<file path="src/rtl/riscv_pkg.sv">
// Shared RV32I decode constants: base opcodes, immediate formats and the immediate builder.
package riscv_pkg;

    localparam int XLEN = 32;

    localparam logic [6:0] OPC_LUI    = 7'b0110111;
    localparam logic [6:0] OPC_AUIPC  = 7'b0010111;
    localparam logic [6:0] OPC_JAL    = 7'b1101111;
    localparam logic [6:0] OPC_JALR   = 7'b1100111;
    localparam logic [6:0] OPC_BRANCH = 7'b1100011;
    localparam logic [6:0] OPC_LOAD   = 7'b0000011;
    localparam logic [6:0] OPC_STORE  = 7'b0100011;
    localparam logic [6:0] OPC_OPIMM  = 7'b0010011;
    localparam logic [6:0] OPC_OP     = 7'b0110011;

    typedef enum logic [2:0] {
        IMM_I,
        IMM_S,
        IMM_B,
        IMM_U,
        IMM_J,
        IMM_NONE
    } imm_fmt_t;

    // B and J immediates are scrambled in the encoding; reassemble with bit 0 forced low.
    function automatic logic [31:0] gen_imm(input imm_fmt_t fmt, input logic [31:0] instr);
        logic [31:0] imm;
        case (fmt)
            IMM_I:   imm = {{20{instr[31]}}, instr[31:20]};
            IMM_S:   imm = {{20{instr[31]}}, instr[31:25], instr[11:7]};
            IMM_B:   imm = {{19{instr[31]}}, instr[31], instr[7], instr[30:25], instr[11:8], 1'b0};
            IMM_U:   imm = {instr[31:12], 12'b0};
            IMM_J:   imm = {{11{instr[31]}}, instr[31], instr[19:12], instr[20], instr[30:21], 1'b0};
            default: imm = 32'b0;
        endcase
        return imm;
    endfunction

endpackage

</file>
<file path="src/rtl/decode_issue_if.sv">
// Fetch-side and execute-side handshakes of the decode/issue stage.
interface decode_issue_if #(
    parameter int XLEN = 32
);
    logic            in_valid;
    logic            in_ready;
    logic [31:0]     in_instr;
    logic [XLEN-1:0] in_pc;

    logic            out_valid;
    logic            out_ready;
    logic [XLEN-1:0] out_pc;
    logic [XLEN-1:0] out_rs1_val;
    logic [XLEN-1:0] out_rs2_val;
    logic [XLEN-1:0] out_imm;
    logic [6:0]      out_opcode;
    logic [2:0]      out_funct3;
    logic [6:0]      out_funct7;
    logic [4:0]      out_rd;
    logic            out_writes_rd;
    logic            out_illegal;

    // The surrounding pipeline (fetch + execute) is the master of both channels.
    modport master (
        output in_valid, in_instr, in_pc, out_ready,
        input  in_ready, out_valid, out_pc, out_rs1_val, out_rs2_val, out_imm,
               out_opcode, out_funct3, out_funct7, out_rd, out_writes_rd, out_illegal
    );

    modport slave (
        input  in_valid, in_instr, in_pc, out_ready,
        output in_ready, out_valid, out_pc, out_rs1_val, out_rs2_val, out_imm,
               out_opcode, out_funct3, out_funct7, out_rd, out_writes_rd, out_illegal
    );
endinterface

</file>
<file path="src/rtl/decode_issue_scoreboard.sv">
// Busy-bit scoreboard: one bit per architectural register, set on issue, cleared on writeback or kill.
module decode_issue_scoreboard #(
    parameter int NREG = 32,
    parameter int IW   = $clog2(NREG)
) (
    input  logic          clk,
    input  logic          reset,
    input  logic          set_en,
    input  logic [IW-1:0] set_idx,
    input  logic          clr_en,
    input  logic [IW-1:0] clr_idx,
    input  logic          kill_en,
    input  logic [IW-1:0] kill_idx,
    input  logic [IW-1:0] rs1_idx,
    input  logic [IW-1:0] rs2_idx,
    input  logic [IW-1:0] rd_idx,
    output logic          rs1_busy,
    output logic          rs2_busy,
    output logic          rd_busy
);

    logic [NREG-1:0] busy;
    logic [NREG-1:0] busy_next;

    // Clears first, then the set, so a new issue outranks a same-cycle retire of that register.
    always_comb begin
        busy_next = busy;
        if (clr_en)  busy_next[clr_idx]  = 1'b0;
        if (kill_en) busy_next[kill_idx] = 1'b0;
        if (set_en)  busy_next[set_idx]  = 1'b1;
        busy_next[0] = 1'b0;
    end

    always_ff @(posedge clk or negedge reset) begin
        if (!reset) busy <= '0;
        else        busy <= busy_next;
    end

    assign rs1_busy = busy[rs1_idx];
    assign rs2_busy = busy[rs2_idx];
    assign rd_busy  = busy[rd_idx];

endmodule

</file>
<file path="src/rtl/decode_issue.sv">
// RV32I decode/issue stage: decodes one instruction per cycle, stalls on RAW/WAW, registers the packet.
module decode_issue
    import riscv_pkg::*;
#(
    parameter int XLEN = 32,
    parameter int NREG = 32
) (
    input  logic            clk,
    input  logic            reset,
    decode_issue_if.slave   io,
    output logic [4:0]      rf_read_reg1,
    output logic [4:0]      rf_read_reg2,
    input  logic [XLEN-1:0] rf_read_data1,
    input  logic [XLEN-1:0] rf_read_data2,
    input  logic            wb_valid,
    input  logic [4:0]      wb_rd,
    input  logic            flush
);

    logic [6:0]      opcode;
    logic [4:0]      rd;
    imm_fmt_t        fmt;
    logic            uses_rs1;
    logic            uses_rs2;
    logic            writes_rd_raw;
    logic            writes_rd;
    logic            illegal;
    logic [XLEN-1:0] imm;
    logic            rs1_busy;
    logic            rs2_busy;
    logic            rd_busy;
    logic            hazard;
    logic            accept;

    assign opcode       = io.in_instr[6:0];
    assign rd           = io.in_instr[11:7];
    assign rf_read_reg1 = io.in_instr[19:15];
    assign rf_read_reg2 = io.in_instr[24:20];

    always_comb begin
        fmt           = IMM_NONE;
        uses_rs1      = 1'b0;
        uses_rs2      = 1'b0;
        writes_rd_raw = 1'b0;
        illegal       = 1'b0;
        case (opcode)
            OPC_LUI, OPC_AUIPC: begin
                fmt           = IMM_U;
                writes_rd_raw = 1'b1;
            end
            OPC_JAL: begin
                fmt           = IMM_J;
                writes_rd_raw = 1'b1;
            end
            OPC_JALR, OPC_LOAD, OPC_OPIMM: begin
                fmt           = IMM_I;
                uses_rs1      = 1'b1;
                writes_rd_raw = 1'b1;
            end
            OPC_BRANCH: begin
                fmt      = IMM_B;
                uses_rs1 = 1'b1;
                uses_rs2 = 1'b1;
            end
            OPC_STORE: begin
                fmt      = IMM_S;
                uses_rs1 = 1'b1;
                uses_rs2 = 1'b1;
            end
            OPC_OP: begin
                uses_rs1      = 1'b1;
                uses_rs2      = 1'b1;
                writes_rd_raw = 1'b1;
            end
            default: illegal = 1'b1;
        endcase
    end

    // x0 is never tracked, so a write to it neither stalls nor occupies the scoreboard.
    assign writes_rd = writes_rd_raw & (rd != 5'd0);
    assign imm       = XLEN'($signed(gen_imm(fmt, io.in_instr)));

    decode_issue_scoreboard #(.NREG(NREG)) u_sb (
        .clk      (clk),
        .reset    (reset),
        .set_en   (accept & writes_rd),
        .set_idx  (rd),
        .clr_en   (wb_valid),
        .clr_idx  (wb_rd),
        .kill_en  (flush & io.out_valid & io.out_writes_rd),
        .kill_idx (io.out_rd),
        .rs1_idx  (rf_read_reg1),
        .rs2_idx  (rf_read_reg2),
        .rd_idx   (rd),
        .rs1_busy (rs1_busy),
        .rs2_busy (rs2_busy),
        .rd_busy  (rd_busy)
    );

    assign hazard      = (uses_rs1 & rs1_busy) | (uses_rs2 & rs2_busy) | (writes_rd & rd_busy);
    assign io.in_ready = (!io.out_valid | io.out_ready) & !hazard & !flush;
    assign accept      = io.in_valid & io.in_ready;

    // Flush never coincides with an accept because in_ready is held low during it.
    always_ff @(posedge clk or negedge reset) begin
        if (!reset) begin
            io.out_valid     <= 1'b0;
            io.out_pc        <= '0;
            io.out_rs1_val   <= '0;
            io.out_rs2_val   <= '0;
            io.out_imm       <= '0;
            io.out_opcode    <= '0;
            io.out_funct3    <= '0;
            io.out_funct7    <= '0;
            io.out_rd        <= '0;
            io.out_writes_rd <= 1'b0;
            io.out_illegal   <= 1'b0;
        end else if (accept) begin
            io.out_valid     <= 1'b1;
            io.out_pc        <= io.in_pc;
            io.out_rs1_val   <= rf_read_data1;
            io.out_rs2_val   <= rf_read_data2;
            io.out_imm       <= imm;
            io.out_opcode    <= opcode;
            io.out_funct3    <= io.in_instr[14:12];
            io.out_funct7    <= io.in_instr[31:25];
            io.out_rd        <= rd;
            io.out_writes_rd <= writes_rd;
            io.out_illegal   <= illegal;
        end else if (flush || io.out_ready) begin
            io.out_valid <= 1'b0;
        end
    end

endmodule
</file>
<file path="src/flat_wrapper.sv">
// flat-port wrapper written by rule: the top's interface ports become plain ports
module decode_issue_flat import riscv_pkg::*;
#(
    parameter int XLEN = 32,
    parameter int NREG = 32
)
  (clk, reset, rf_read_reg1, rf_read_reg2, rf_read_data1, rf_read_data2, wb_valid, wb_rd, flush, io_in_valid, io_in_instr, io_in_pc, io_out_ready, io_in_ready, io_out_valid, io_out_pc, io_out_rs1_val, io_out_rs2_val, io_out_imm, io_out_opcode, io_out_funct3, io_out_funct7, io_out_rd, io_out_writes_rd, io_out_illegal);
  decode_issue_if #(.XLEN(XLEN)) io_i ();
  input  logic clk;
  input  logic reset;
  output logic [4:0] rf_read_reg1;
  output logic [4:0] rf_read_reg2;
  input  logic [XLEN-1:0] rf_read_data1;
  input  logic [XLEN-1:0] rf_read_data2;
  input  logic wb_valid;
  input  logic [4:0] wb_rd;
  input  logic flush;
  input wire logic [$bits(io_i.in_valid)-1:0] io_in_valid;
  input wire logic [$bits(io_i.in_instr)-1:0] io_in_instr;
  input wire logic [$bits(io_i.in_pc)-1:0] io_in_pc;
  input wire logic [$bits(io_i.out_ready)-1:0] io_out_ready;
  output wire logic [$bits(io_i.in_ready)-1:0] io_in_ready;
  output wire logic [$bits(io_i.out_valid)-1:0] io_out_valid;
  output wire logic [$bits(io_i.out_pc)-1:0] io_out_pc;
  output wire logic [$bits(io_i.out_rs1_val)-1:0] io_out_rs1_val;
  output wire logic [$bits(io_i.out_rs2_val)-1:0] io_out_rs2_val;
  output wire logic [$bits(io_i.out_imm)-1:0] io_out_imm;
  output wire logic [$bits(io_i.out_opcode)-1:0] io_out_opcode;
  output wire logic [$bits(io_i.out_funct3)-1:0] io_out_funct3;
  output wire logic [$bits(io_i.out_funct7)-1:0] io_out_funct7;
  output wire logic [$bits(io_i.out_rd)-1:0] io_out_rd;
  output wire logic [$bits(io_i.out_writes_rd)-1:0] io_out_writes_rd;
  output wire logic [$bits(io_i.out_illegal)-1:0] io_out_illegal;
  assign io_i.in_valid = io_in_valid;
  assign io_i.in_instr = io_in_instr;
  assign io_i.in_pc = io_in_pc;
  assign io_i.out_ready = io_out_ready;
  assign io_in_ready = io_i.in_ready;
  assign io_out_valid = io_i.out_valid;
  assign io_out_pc = io_i.out_pc;
  assign io_out_rs1_val = io_i.out_rs1_val;
  assign io_out_rs2_val = io_i.out_rs2_val;
  assign io_out_imm = io_i.out_imm;
  assign io_out_opcode = io_i.out_opcode;
  assign io_out_funct3 = io_i.out_funct3;
  assign io_out_funct7 = io_i.out_funct7;
  assign io_out_rd = io_i.out_rd;
  assign io_out_writes_rd = io_i.out_writes_rd;
  assign io_out_illegal = io_i.out_illegal;
  decode_issue #(.XLEN(XLEN), .NREG(NREG)) u_core (.clk(clk), .reset(reset), .io(io_i), .rf_read_reg1(rf_read_reg1), .rf_read_reg2(rf_read_reg2), .rf_read_data1(rf_read_data1), .rf_read_data2(rf_read_data2), .wb_valid(wb_valid), .wb_rd(wb_rd), .flush(flush));
endmodule
</file>
<file path="config.mk">
export PLATFORM = sky130hd
export DESIGN_NAME = decode_issue_flat
export DESIGN_NICKNAME = d
export VERILOG_FILES = /design/src/rtl/riscv_pkg.sv /design/src/rtl/decode_issue_if.sv /design/src/rtl/decode_issue_scoreboard.sv /design/src/rtl/decode_issue.sv /design/src/flat_wrapper.sv
export SDC_FILE = /design/constraint.sdc
export NUM_CORES = 1
export LEC_CHECK = 0
export CAP_MARGIN = 20
export CORE_AREA = 2 2 195 197
export CTS_BUF_LIST = sky130_fd_sc_hd__clkbuf_4
export CTS_CLUSTER_SIZE = 24
export DETAILED_ROUTE_END_ITERATION = 16
export DIE_AREA = 0 0 197 199
export SYNTH_ARGS = -nofsm -noshare
export SYNTH_HDL_FRONTEND = slang
export SYNTH_HIERARCHICAL = 1
export SYNTH_SLANG_ARGS = --single-unit
</file>
<file path="constraint.sdc">
create_clock -name clk -period 4.9 [get_ports clk]
set_input_delay 0.49 -clock clk [delete_from_list [all_inputs] [get_ports clk]]
set_output_delay 0.49 -clock clk [all_outputs]
set_load 0.005 [all_outputs]
</file>
After elaboration in Yosys (flattened, before gate mapping)
Cells that the tools add are included.
{ "totals": {"regBits": 184} }
{ "op_classes": {"magnitude_cmp": 8, "n_eq_ne": 13, "mux": 23, "n_bitwise": 18, "reduce_logical": 16} }
{ "ops": {"columns": ["op", "n"], "rows": [
  ["$pmux W32 S5", 1],
  ["$mux W32", 3],
  ["$and A32 B32 Y32", 2],
  ["$not A32 Y32", 2],
  ["$or A32 B32 Y32", 1],
  ["$lt A5 B6 Y1 const B", 5],
  ["$eq A7 B6 Y1 const B", 3],
  ["$eq A7 B7 Y1 const B", 3],
  ["$bmux W1 S5", 3],
  ["$demux W1 S5", 3],
  ["$ge A5 B1 Y1 const B", 3],
  ["$pmux W3 S5", 1],
  ["$eq A7 B5 Y1 const B", 2],
  ["$mux W1", 12],
  ["$and A1 B1 Y1", 10],
  ["$reduce_or A9 Y1", 1],
  ["$eq A7 B2 Y1 const B", 1],
  ["$reduce_or A7 Y1", 1],
  ["$eq A3 B2 Y1 const B", 2],
  ["$reduce_or A3 Y1", 2],
  ["$reduce_or A6 Y1", 1],
  ["$reduce_bool A5 Y1", 1],
  ["$eq A3 B1 Y1 const B", 1],
  ["$eq A3 B3 Y1 const B", 1],
  ["7 further kinds", 13]
]} }

Depth between registers and ports, before layout
Gate-level depths: netlist (run 1).
{ "logic_depth": {"depth_word": 12, "ltp_mapped": 13, "mapped_depth_nobuf": 11} }

Hierarchy
Netlist (run 1), hierarchy kept.
{ "modules_own_cells": {"columns": ["mod", "n_inst", "cells_per_inst", "area_each_um2"], "rows": [
  ["decode_issue", 1, 464, 6622.6],
  ["decode_issue_scoreboard", 1, 270, 2563.7]
]} }

Least setup slack after synthesis (run 1)
No wires, ideal clock.
{ "synth_path": {"path_kind": "in2reg", "from": "input io_in_instr[15]", "to": "register u_core.u_sb.busy[20]", "setup_time_ns": 0.064, "arrival_time_ns": 3.330, "setup_slack_ns": 1.506, "stages": 12, "n_path_buf": 2, "cell_sequence": "buf_6 -> mux4_2 -> nand2b_1 -> o211ai_1 -> nand4_1 -> nor3b_1 -> o31a_1 -> clkbuf_1 -> nor4_1 -> nor3b_1 -> inv_1 -> a2bb2o_2"} }
{ "synth_via": {"elab_chain_len": 11} }
{ "synth_rtl": {"columns": ["item", "line_no", "text"], "rows": [
  ["from (decl)", "flat_wrapper.sv:19", "input wire logic [$bits(io_i.in_instr)-1:0] io_in_instr;"],
  ["$bmux W1 S5", "decode_issue_scoreboard.sv:39", "assign rs1_busy = busy[rs1_idx];"],
  ["$mux W1 (not written as such)", "decode_issue_scoreboard.sv:39", null],
  ["net u_core.rs1_busy", "decode_issue.sv:29", "logic rs1_busy;"],
  ["$and A1 B1 Y1", "decode_issue.sv:100", "assign hazard = (uses_rs1 & rs1_busy) | (uses_rs2 & rs2_busy) | (writes_rd & rd_busy);"],
  ["$or A1 B1 Y1 (2 in a row)", "decode_issue.sv:100", null],
  ["$logic_not A1 Y1", "decode_issue.sv:101", "assign io.in_ready = (!io.out_valid | io.out_ready) & !hazard & !flush;"],
  ["$and A1 B1 Y1 (2 in a row)", "decode_issue.sv:101", null],
  ["$and A1 B1 Y1", "decode_issue.sv:102", "assign accept = io.in_valid & io.in_ready;"],
  ["$and A1 B1 Y1", "decode_issue.sv:86", ".set_en (accept & writes_rd),"],
  ["$mux W32", "decode_issue_scoreboard.sv:30", "if (set_en) busy_next[set_idx] = 1'b1;"],
  ["net u_core.u_sb.busy_next[20]", "decode_issue_scoreboard.sv:23", "logic [NREG-1:0] busy_next;"],
  ["to (signal assigned)", "decode_issue_scoreboard.sv:36", "else busy <= busy_next;"],
  ["to (decl)", "decode_issue_scoreboard.sv:22", "logic [NREG-1:0] busy;"]
]} }
The timed path passes the listed nets, and every way through them passes these cells. The select of a mux whose other input is x is not followed.
A chain may end at the register's enable or synchronous reset.

Final worst setup path (run 1)
{ "layout_path": {"from": "input io_in_instr[15]", "to": "output io_in_ready"} }
{ "layout_via": {"elab_chain_len": 8} }
{ "layout_rtl": {"columns": ["item", "line_no", "text"], "rows": [
  ["$bmux W1 S5", "decode_issue_scoreboard.sv:39", null],
  ["$mux W1 (not written as such)", "decode_issue_scoreboard.sv:39", null],
  ["net u_core.rs1_busy", "decode_issue.sv:29", null],
  ["$and A1 B1 Y1", "decode_issue.sv:100", null],
  ["$or A1 B1 Y1 (2 in a row)", "decode_issue.sv:100", null],
  ["$logic_not A1 Y1", "decode_issue.sv:101", null],
  ["$and A1 B1 Y1 (2 in a row)", "decode_issue.sv:101", null],
  ["to (decl)", "flat_wrapper.sv:22", "output wire logic [$bits(io_i.in_ready)-1:0] io_in_ready;"]
]} }
The timed path passes the listed nets, and every way through them passes these cells. The select of a mux whose other input is x is not followed.

==> impl_metrics.json, run 1 <==
{
  "cpMaxStageDelayCell": "clkdlybuf4s50_1",
  "multi_input_area_mm2": 0.00412,
  "rsz0062_at_grt": "no",
  "fmax_ghz": 0.227,
  "first_pass_iters": 5,
  "cp.arrival_ps": 3920,
  "p_seq_share_pct": 49.5,
  "min_period_ps": 4410,
  "maxCapViolCount": 0,
  "drive_above_1_share_pct": 18.7,
  "cts_tree": "yes",
  "io_pins": 303,
  "dp.cells": 1469,
  "rows": 71,
  "p_leak_nw": 5.19,
  "wl_um": 29300,
  "grt_pass1_vias": 7116,
  "fin_skew_ps": 28.7,
  "ys_top_cells_by_area": "dfrtp_1 (50%), mux2_2 (12%), mux2_4 (6.5%), mux2i_1 (3.9%), a22oi_1 (2.2%)",
  "ir_worst_vdd_mv": 0.166,
  "p_int_mw": 2.64,
  "dominantRegCellSynth": "dfrtp_1",
  "seqCellArea_mm2": 0.00460,
  "slew_violations": 0,
  "clk_latency_ps": 620,
  "place_congestion": 0.797,
  "drtIter0Drc": 501,
  "max-slew-margin-rel_pct": 24.5,
  "ys_warn_count": 6,
  "grt_overflow": 0,
  "synthTopCellsByCount": "dfrtp_1 (184), mux2_2 (95), nand2_1 (49), mux2_4 (40), a21oi_1 (37)",
  "viasPerCell": 4.75,
  "status": "complete, no violations",
  "grt_start_max_net_pins": 96,
  "yosys.area.top_type_share_pct": 50.1,
  "chipHeight_um": 199,
  "synth_edf_count": 0,
  "hold_path_class": "primary input to async pin",
  "worstSetupStartpointType": "primary input",
  "hpwl_um": 21400,
  "yosysTopAreaCell": "dfrtp_1",
  "critPathKind": "primary input to primary output",
  "synth_cells": 734,
  "fin_cells": 1503,
  "ys_ff_latch": 184,
  "netlist_area_mm2": 0.00919,
  "die_w_um": 197,
  "drc": 0,
  "cpPeakStageDelay_ps": 750,
  "fin_crit_sh_pct": 90.0,
  "worst_setup_path_end_kind": "primary output",
  "dieArea_mm2": 0.0392,
  "clk_pin_slew_ps": 170,
  "cp_cell_sequence": "clkdlybuf4s50_1 -> mux4_2 -> nand2b_1 -> o2111ai_1 -> nand4_1 -> nor3b_1 -> o31a_1 -> nor4b_1 -> clkdlybuf4s50_1",
  "final_nets": 1154,
  "tns_ps": 0,
  "synth_cell_type_count": 49,
  "comb_power_share_pct": 27.9,
  "yosysMostFrequentCell": "dfrtp_1",
  "ant_nets": 0,
  "tightest_slew_ps": 1130,
  "syn_nets": 873,
  "grt_pass1_wl_um": 43400,
  "postCtsSetupRepairBufs": 0,
  "wire_per_inst_um": 19.5,
  "switching_share_pct": 29.8,
  "antenna_found_initial": 1,
  "syn_to_final_growth_pct": 39.2,
  "vias": 7139,
  "setup_violations": 0,
  "crit_top_cell": "clkdlybuf4s50_1",
  "ys_async_sr_fraction_pct": 100,
  "crit_path_max_fanout": 13,
  "cts_max_path_buffers": 2,
  "power_frac_clock_pct": 22.7,
  "core_area_mm2": 0.0371,
  "start_util_pct": 24.7,
  "p_per_area_mw_per_mm2": 294,
  "htreeDepth": 4,
  "syn_area_per_cell_um2": 12.5,
  "cp_data_required_time_ps": 4410,
  "grt_usage_pct": 14.6,
  "cts_sinks": 184,
  "p_switching_mw": 1.12,
  "cts_made_buffers": 17,
  "cts_root_buf": "clkbuf_4",
  "hold_viol_final": 0,
  "port_buffers": 302,
  "nFillCells": 3768,
  "yosysSeqAreaShare_pct": 50.1,
  "power.total_mw": 3.75
}
[registers in the layout, summed over array words and instances, names as in the netlist]
| signal | count |
|---|---|
| u_core/io.out_rs2_val | 32 |
| u_core/io.out_rd | 5 |
| u_core/io.out_writes_rd | 1 |
| u_core/io.out_pc | 32 |
| u_core/io.out_illegal | 1 |
| u_core/io.out_imm | 32 |
| u_core/io.out_valid | 1 |
| u_core/io.out_opcode | 7 |
| u_core/u_sb/busy | 31 |
| u_core/io.out_rs1_val | 32 |
| u_core/io.out_funct7 | 7 |
| u_core/io.out_funct3 | 3 |
[what timing repair did]
item | CTS | global route
hold endpoints to repair | 83 | 0
hold buffers | 1 | 0
gates resized for setup | 0 | 0
[worst max-delay path: cells and delay by family]
| family | cells | cell delay (ps) |
|---|---|---|
| buffers and inverters | 2 | 1340 |
| and+or+nand+nor | 4 | 850 |
| AOI/OAI and AO/OA | 2 | 660 |
| muxes | 1 | 560 |
[cell type report]
class                   instances  share of cell area, %
diodes                          1                 0.0196
clock buffers                  17                  0.998
clock inverters                15                   1.06
inverters                      15                  0.440
multi-input cells             482                   32.2
flip-flops and latches        184                   36.0
well taps                     474                   4.64
repair buffers                315                   24.6
[routing by layer]
layer  global-route usage [%]  share of wire [%]
met1                     18.9                 43
met2                     22.9                 47
met3                     5.22                8.4
met4                     4.65                2.2
met5                        0                  0
[logic make-up after synthesis]
group | share of synthesized area [%]
AO/OA/AOI/OAI | 10.1
buffers and inverters | 5.16
flip-flops | 50.1
multiplexers | 24.4
AND/OR/NAND/NOR | 10.2
[path summary, 6_finish.rpt]
path / cells after the start / endpoint / slack, ps / start
worst max-delay path: 9 / io_in_ready / 490 / io_in_instr[15]
worst min-delay path: 2 / u_core/io.out_pc[25] / 450 / reset
worst max register to register: 9 / u_core/io.out_pc[18] / 1330 / u_core/u_sb/busy[23]
worst min register to register: 2 / u_core/io.out_imm[15] / 530 / u_core/io.out_imm[15]
max in group asynchronous: 3 / u_core/io.out_pc[3] / 3440 / reset
min in group clk: 2 / u_core/io.out_rs1_val[22] / 460 / rf_read_data1[22]
[metrics by stage]
| stage | hold WS [ps] | cell area [um2] | utilization, % | setup WS, ps |
|---|---|---|---|---|
| 2_1_floorplan | 194 | 9190 | - | 1510 |
| 3_3_place_gp | 489 | 12500 | 33.7 | 506 |
| 3_5_place_dp | 494 | 12500 | 33.7 | 446 |
| 4_1_cts | 370 | 12800 | 34.4 | 422 |
| 5_1_grt | 373 | 12800 | 34.4 | 229 |
| 6_report | 447 | 12800 | 34.4 | 490 |
[cells in the final DEF (no fill, tap or decap), types with 4 or more instances in the layout]
| cell type | netlist | routed |
|---|---|---|
| a21oi_1 | 37 | 37 |
| a22o_1 | 15 | 15 |
| a22oi_1 | 27 | 27 |
| and3_1 | 8 | 8 |
| and3b_1 | 10 | 10 |
| buf_4 | 22 | 10 |
| clkbuf_4 | 0 | 17 |
| clkdlybuf4s50_1 | 0 | 301 |
| dfrtp_1 | 184 | 184 |
| inv_1 | 15 | 15 |
| inv_6 | 0 | 5 |
| inv_8 | 0 | 4 |
| mux2_2 | 95 | 95 |
| mux2_4 | 40 | 40 |
| mux2i_1 | 36 | 36 |
| mux4_2 | 6 | 6 |
| nand2_1 | 49 | 49 |
| nand2b_1 | 10 | 10 |
| nand3_1 | 25 | 25 |
| nand3b_1 | 9 | 9 |
| nor2_1 | 9 | 9 |
| nor2b_1 | 9 | 9 |
| nor3_1 | 6 | 6 |
| nor3b_1 | 13 | 13 |
| o211ai_1 | 11 | 11 |
| o21ai_0 | 22 | 22 |
| o31ai_1 | 8 | 8 |
[power groups by stage]
stage | logic (mW) | clock network [mW] | registers, mW
after floorplan | 0.396 | 0 | 1.88
after global placement | 1.05 | 0 | 1.88
after detailed placement | 1.06 | 0 | 1.89
after CTS | 1.06 | 0.915 | 1.86
after global routing | 1.12 | 0.965 | 1.89
final | 1.05 | 0.851 | 1.86
Note: power is estimated with default switching activity, not from simulation.
==> run 2: changes to the inputs <==
TNS_END_PERCENT = 30   (was not set)
==> results of run 2 <==
Same layout as run 1: the final DEF is identical, and so are final timing and power.
